[src/rtl/btb_setassoc.sv]
// Set-associative branch target buffer with registered lookup, per-entry
// saturating direction counters and per-set round-robin replacement.
module btb_setassoc #(
  parameter int NSETS    = 16,
  parameter int NWAYS    = 2,
  parameter int CTR_BITS = 2
) (
  input  logic                     clk,
  input  logic                     reset,
  input  logic                     fetch_en,
  input  logic [31:0]              fetch_pc,
  output logic                     hit,
  output logic                     taken,
  output logic [31:0]              target,
  output logic [$clog2(NWAYS)-1:0] hit_way,
  input  logic                     upd_en,
  input  logic [31:0]              upd_pc,
  input  logic [31:0]              upd_target,
  input  logic                     upd_taken,
  input  logic                     upd_hit,
  input  logic [$clog2(NWAYS)-1:0] upd_way
);

  localparam int IDX  = $clog2(NSETS);
  localparam int WB   = $clog2(NWAYS);
  localparam int TAGW = 30 - IDX;
  localparam logic [CTR_BITS-1:0] CTR_MAX  = {CTR_BITS{1'b1}};
  localparam logic [CTR_BITS-1:0] CTR_INIT = {1'b1, {(CTR_BITS-1){1'b0}}};

  logic [NWAYS-1:0]    valid   [NSETS];
  logic [WB-1:0]       vptr    [NSETS];
  logic [TAGW-1:0]     tag_mem [NSETS][NWAYS];
  logic [29:0]         tgt_mem [NSETS][NWAYS];
  logic [CTR_BITS-1:0] ctr_mem [NSETS][NWAYS];

  logic [IDX-1:0]      f_idx, u_idx;
  logic [TAGW-1:0]     f_tag, u_tag;
  logic                l_hit;
  logic [WB-1:0]       l_way;
  logic                u_match, inv_found, do_train, do_alloc;
  logic [WB-1:0]       inv_way, alloc_way;
  logic [CTR_BITS-1:0] cur_ctr, next_ctr;
  logic                unused_low_bits;

  assign f_idx = fetch_pc[IDX+1:2];
  assign f_tag = fetch_pc[31:IDX+2];
  assign u_idx = upd_pc[IDX+1:2];
  assign u_tag = upd_pc[31:IDX+2];
  assign unused_low_bits = ^{fetch_pc[1:0], upd_pc[1:0], upd_target[1:0]};

  // Lookup match; scanning downward leaves the lowest matching way selected.
  always_comb begin
    l_hit = 1'b0;
    l_way = '0;
    for (int w = NWAYS - 1; w >= 0; w--) begin
      if (valid[f_idx][w] && (tag_mem[f_idx][w] == f_tag)) begin
        l_hit = 1'b1;
        l_way = WB'(w);
      end else begin
        l_hit = l_hit;
      end
    end
  end

  // Update classification: a stale prediction-time hit is handled as a miss.
  always_comb begin
    u_match   = upd_hit && valid[u_idx][upd_way] && (tag_mem[u_idx][upd_way] == u_tag);
    inv_found = 1'b0;
    inv_way   = '0;
    for (int w = NWAYS - 1; w >= 0; w--) begin
      if (!valid[u_idx][w]) begin
        inv_found = 1'b1;
        inv_way   = WB'(w);
      end else begin
        inv_found = inv_found;
      end
    end
    alloc_way = inv_found ? inv_way : vptr[u_idx];
    do_train  = upd_en && u_match;
    do_alloc  = upd_en && !u_match && upd_taken;
    cur_ctr   = ctr_mem[u_idx][upd_way];
    if (upd_taken) begin
      next_ctr = (cur_ctr == CTR_MAX) ? cur_ctr : cur_ctr + CTR_BITS'(1);
    end else begin
      next_ctr = (cur_ctr == '0) ? cur_ctr : cur_ctr - CTR_BITS'(1);
    end
  end

  // Reset-tracked state: valid bits, victim pointers and lookup outputs.
  always_ff @(posedge clk) begin
    if (reset) begin
      for (int s = 0; s < NSETS; s++) begin
        valid[s] <= '0;
        vptr[s]  <= '0;
      end
      hit     <= 1'b0;
      taken   <= 1'b0;
      target  <= 32'h0000_0000;
      hit_way <= '0;
    end else begin
      if (fetch_en) begin
        hit     <= l_hit;
        taken   <= l_hit & ctr_mem[f_idx][l_way][CTR_BITS-1];
        target  <= l_hit ? {tgt_mem[f_idx][l_way], 2'b00} : 32'h0000_0000;
        hit_way <= l_way;
      end
      if (do_alloc) begin
        valid[u_idx][alloc_way] <= 1'b1;
        if (!inv_found) begin
          vptr[u_idx] <= vptr[u_idx] + WB'(1);
        end
      end
    end
  end

  // Entry payload arrays; no reset needed since valid bits gate their use.
  always_ff @(posedge clk) begin
    if (!reset && do_train) begin
      ctr_mem[u_idx][upd_way] <= next_ctr;
      if (upd_taken) begin
        tgt_mem[u_idx][upd_way] <= upd_target[31:2];
      end
    end else if (!reset && do_alloc) begin
      tag_mem[u_idx][alloc_way] <= u_tag;
      tgt_mem[u_idx][alloc_way] <= upd_target[31:2];
      ctr_mem[u_idx][alloc_way] <= CTR_INIT;
    end
  end

endmodule

[config.mk]
export PLATFORM = sky130hd
export DESIGN_NAME = btb_setassoc
export DESIGN_NICKNAME = d
export VERILOG_FILES = /design/src/rtl/btb_setassoc.sv
export SDC_FILE = /design/constraint.sdc
export NUM_CORES = 2
export LEC_CHECK = 0
export CORE_ASPECT_RATIO = 0.9
export CORE_MARGIN = 2
export CORE_UTILIZATION = 50
export CTS_BUF_LIST = sky130_fd_sc_hd__clkbuf_4 sky130_fd_sc_hd__clkbuf_8
export DETAILED_ROUTE_END_ITERATION = 10
export PLACE_DENSITY = 0.7
export SLEW_MARGIN = 10
export SYNTH_ARGS = -nofsm -noshare
export SYNTH_HDL_FRONTEND = slang
export SYNTH_SLANG_ARGS = --single-unit
export TNS_END_PERCENT = 100
[constraint.sdc]
create_clock -name clk -period 6.4 [get_ports clk]
set_clock_uncertainty 0.05 [all_clocks]
set_input_delay 1.28 -clock clk [delete_from_list [all_inputs] [get_ports clk]]
set_output_delay 1.28 -clock clk [all_outputs]
set_load 0.05 [all_outputs]
==> results.json <==
{
  "status": "finished clean",
  "ant_nets": 0,
  "cap_violations": 0,
  "die_w_um": 433,
  "ys_top_cells_by_count": "edfxtp_1 (1872), mux4_2 (804), nor2_1 (141), mux2i_1 (120), nand2_1 (105)",
  "power_density_nw_per_um2": 276,
  "synth_edf_count": 1872,
  "yosys_warnings": 0,
  "die_y_um": 390,
  "max_freq_mhz": 193,
  "drc": 0,
  "drt-pass1-iter-count": 6,
  "synth_seq_cells": 1937,
  "grt_pass1_wl_um": 319000,
  "clockBufferDepth": 4,
  "crit_path_max_fanout": 66,
  "cts.sinks": 1937,
  "ios": 138,
  "cts_tree": "done",
  "fillers": 11800,
  "async_flop_share_pct": 0,
  "grt_setup_unrepaired": "false",
  "dpl.hpwl_um": 132000,
  "grt.overflow.total": 0,
  "ir_drop_mv": 0.217,
  "worst_pin_slew_ns": 1.27,
  "initial_core_util_pct": 50.4,
  "dp_cells": 6212,
  "critical_path.startpoint_type": "primary input",
  "nets": 4428,
  "period_minus_slack_ns": 5.18,
  "slowest_delay_ns": 0.49,
  "clkTransAtPathRegs_ns": 0.06,
  "cts_buffers": 327,
  "drt_wl_total_um": 224000,
  "synth_top_cell_by_area": "edfxtp_1",
  "grt_pass1_vias": 44500,
  "yosysUniqueCellTypes": 69,
  "antenna_found_initial": 15,
  "cts-root-buf": "clkbuf_8",
  "ys_seq_area_share_pct": 69.5,
  "yosysMostFrequentCell": "edfxtp_1",
  "via_per_inst": 6.56,
  "grt_start_max_net_pins": 116,
  "finalWeightedCongestion": 0.912,
  "post_drt_wl_per_cell_um": 33.0,
  "cts_resized": 0,
  "netlist_instances": 3895,
  "worstPathCellList": "buf_8 -> buf_12 -> mux4_2 -> mux4_2 -> mux2i_1 -> xnor2_1 -> nor3_1 -> and3_1 -> and4_1 -> nand2b_2 -> buf_12 -> and2_1 -> buf_12 -> nor2_4 -> buf_4",
  "drt_iter0_drc": 6360,
  "synth_top_area_share_pct": 67.9,
  "dieArea_um2": 169000,
  "critical_path_class": "primary input to flip-flop",
  "end_kind": "flip-flop",
  "slew_violations": 0,
  "core_um2": 164000,
  "crit_path_top_delay_cell": "buf_8",
  "finalSetupViolations": 0,
  "num_vias": 44500,
  "port_buffers": 129,
  "arrival_ns": 5.81,
  "worstSkewPairLatency_ns": 0.98,
  "synth_ff_type": "edfxtp_1",
  "finalHoldViolCount": 0,
  "required_ns": 7.03,
  "p_leak_nw": 30.0,
  "ys_top_cells_by_area": "edfxtp_1 (68%), mux4_2 (22%), dfxtp_1 (1.6%), mux2i_1 (1.5%), xnor2_1 (0.71%)",
  "hold_path_class": "flip-flop to flip-flop",
  "layout-drive-gt1-share_pct": 36.2,
  "min_period_over_period_pct": 80.9,
  "gr-usage-all-layers_pct": 26.7,
  "maxSlewHeadroom_pct": 15.3,
  "core.rowCount": 141,
  "critical_path.most_common_cell": "buf_12",
  "post_cts_buffers": 0,
  "htree_levels": 5,
  "synth_area_um2": 82800,
  "final.setup.tns_ns": 0,
  "syn2layout_area_growth_pct": 14.8,
  "cts_hold_buf": 0,
  "avgSynthCellArea_um2": 21.3,
  "layoutNonFillerInstCount": 6782
}
==> sequential cells by signal, indices dropped and copies added, names as in the netlist <==
name	cells
tgt_mem	960
tag_mem	832
ctr_mem	64
valid	32
target	30
vptr	16
hit	1
hit_way	1
taken	1
==> worst max-delay path, delay by kind of cell <==
family | cells | cell delay (ns)
simple gates | 6 | 1.49
xor+xnor | 1 | 0.26
mux | 3 | 1.05
buf+inv | 5 | 1.60
==> path summary, 6_finish.rpt <==
check | cells past startpoint | slack [ns] | from | endpoint
setup reg to reg | 13 | 1.85 | tag_mem[7][31] | tgt_mem[3][23]
setup / recovery | 15 | 1.22 | upd_pc[3] | tgt_mem[3][23]
hold / removal | 2 | 0.44 | valid[1][0] | valid[1][0]
hold reg to reg | 2 | 0.44 | valid[1][0] | valid[1][0]
==> per-stage QoR <==
stage / worst slack [ns] / hold WS [ns] / instance area (µm²) / total power [mW] / util, %
6_report: 1.22 / 0.436 / 95100 / 26.3 / 57.9
4_1_cts: 1.33 / 0.436 / 95100 / 26.4 / 57.9
3_5_place_dp: 0.316 / 0.428 / 89000 / 16.0 / 54.2
5_1_grt: 1.08 / 0.457 / 95100 / 27.0 / 57.9
2_1_floorplan: 0.187 / 0.409 / 82800 / 15.3 / -
3_3_place_gp: 0.327 / 0.422 / 89000 / 16.0 / 54.2
==> cell families after synthesis <==
group                      count (synthesis)  share of synthesized area [%]
DFF                                     1937                           69.5
muxes                                    941                           23.5
and+or+nand+nor                          403                           2.37
buffers and inverters                    306                           1.75
AOI/OAI and AO/OA                        216                           1.90
xor gates and xnor gates                  90                          0.952
adders and majority gates                  1                         0.0121
other                                      1                        0.00453
==> layout by cell type, fill, tap and decap left out, types with 11 or more instances in the layout <==
cell type	Yosys	routed
edfxtp_1	1872	1872
mux4_2	804	804
clkbuf_8	0	344
buf_4	22	152
mux2i_1	120	120
clkdlybuf4s50_1	0	117
nand2_1	105	105
clkbuf_4	0	105
buf_12	0	90
nor2_1	141	87
clkinv_1	1	74
xnor2_1	67	67
dfxtp_1	65	65
nor2_4	0	64
o22ai_1	45	45
inv_1	36	36
nand3b_1	31	31
a311oi_1	30	30
clkinv_2	0	24
xor2_1	23	23
nor3_1	18	18
o21bai_1	18	18
a21oi_1	18	18
mux2_2	17	17
a21o_1	16	16
a31o_2	16	16
nor4_1	14	14
nand2b_1	14	13
a22oi_1	12	12
o21ai_0	11	11
==> cell type report <==
class / count / area, µm² / area share, %
Clock inverter: 111 / 588 / 0.618
Inverter: 39 / 154 / 0.162
Timing Repair Buffer: 367 / 4200 / 4.42
Multi-Input combinational cell: 1653 / 24300 / 25.6
Antenna cell: 10 / 25.0 / 0.0263
Tap cell: 2216 / 2770 / 2.92
Clock buffer: 449 / 5520 / 5.81
Sequential cell: 1937 / 57500 / 60.5
==> report_power, final <==
part | switching (mW) | internal (mW) | total (mW) | leakage (nW)
Sequential | 0.0177 | 14.0 | 14.0 | 17.4
Clock | 4.79 | 5.71 | 10.5 | 3.23
Combinational | 1.05 | 0.773 | 1.82 | 9.36
Total | 5.85 | 20.4 | 26.3 | 30.0
==> layer usage <==
layer	wire length, µm	track usage (%)
met2	105000	40.6
met5	57	0
met3	24900	6.03
met4	7440	9.04
met1	86500	38.5
Note: power is estimated with default switching activity, not from simulation.
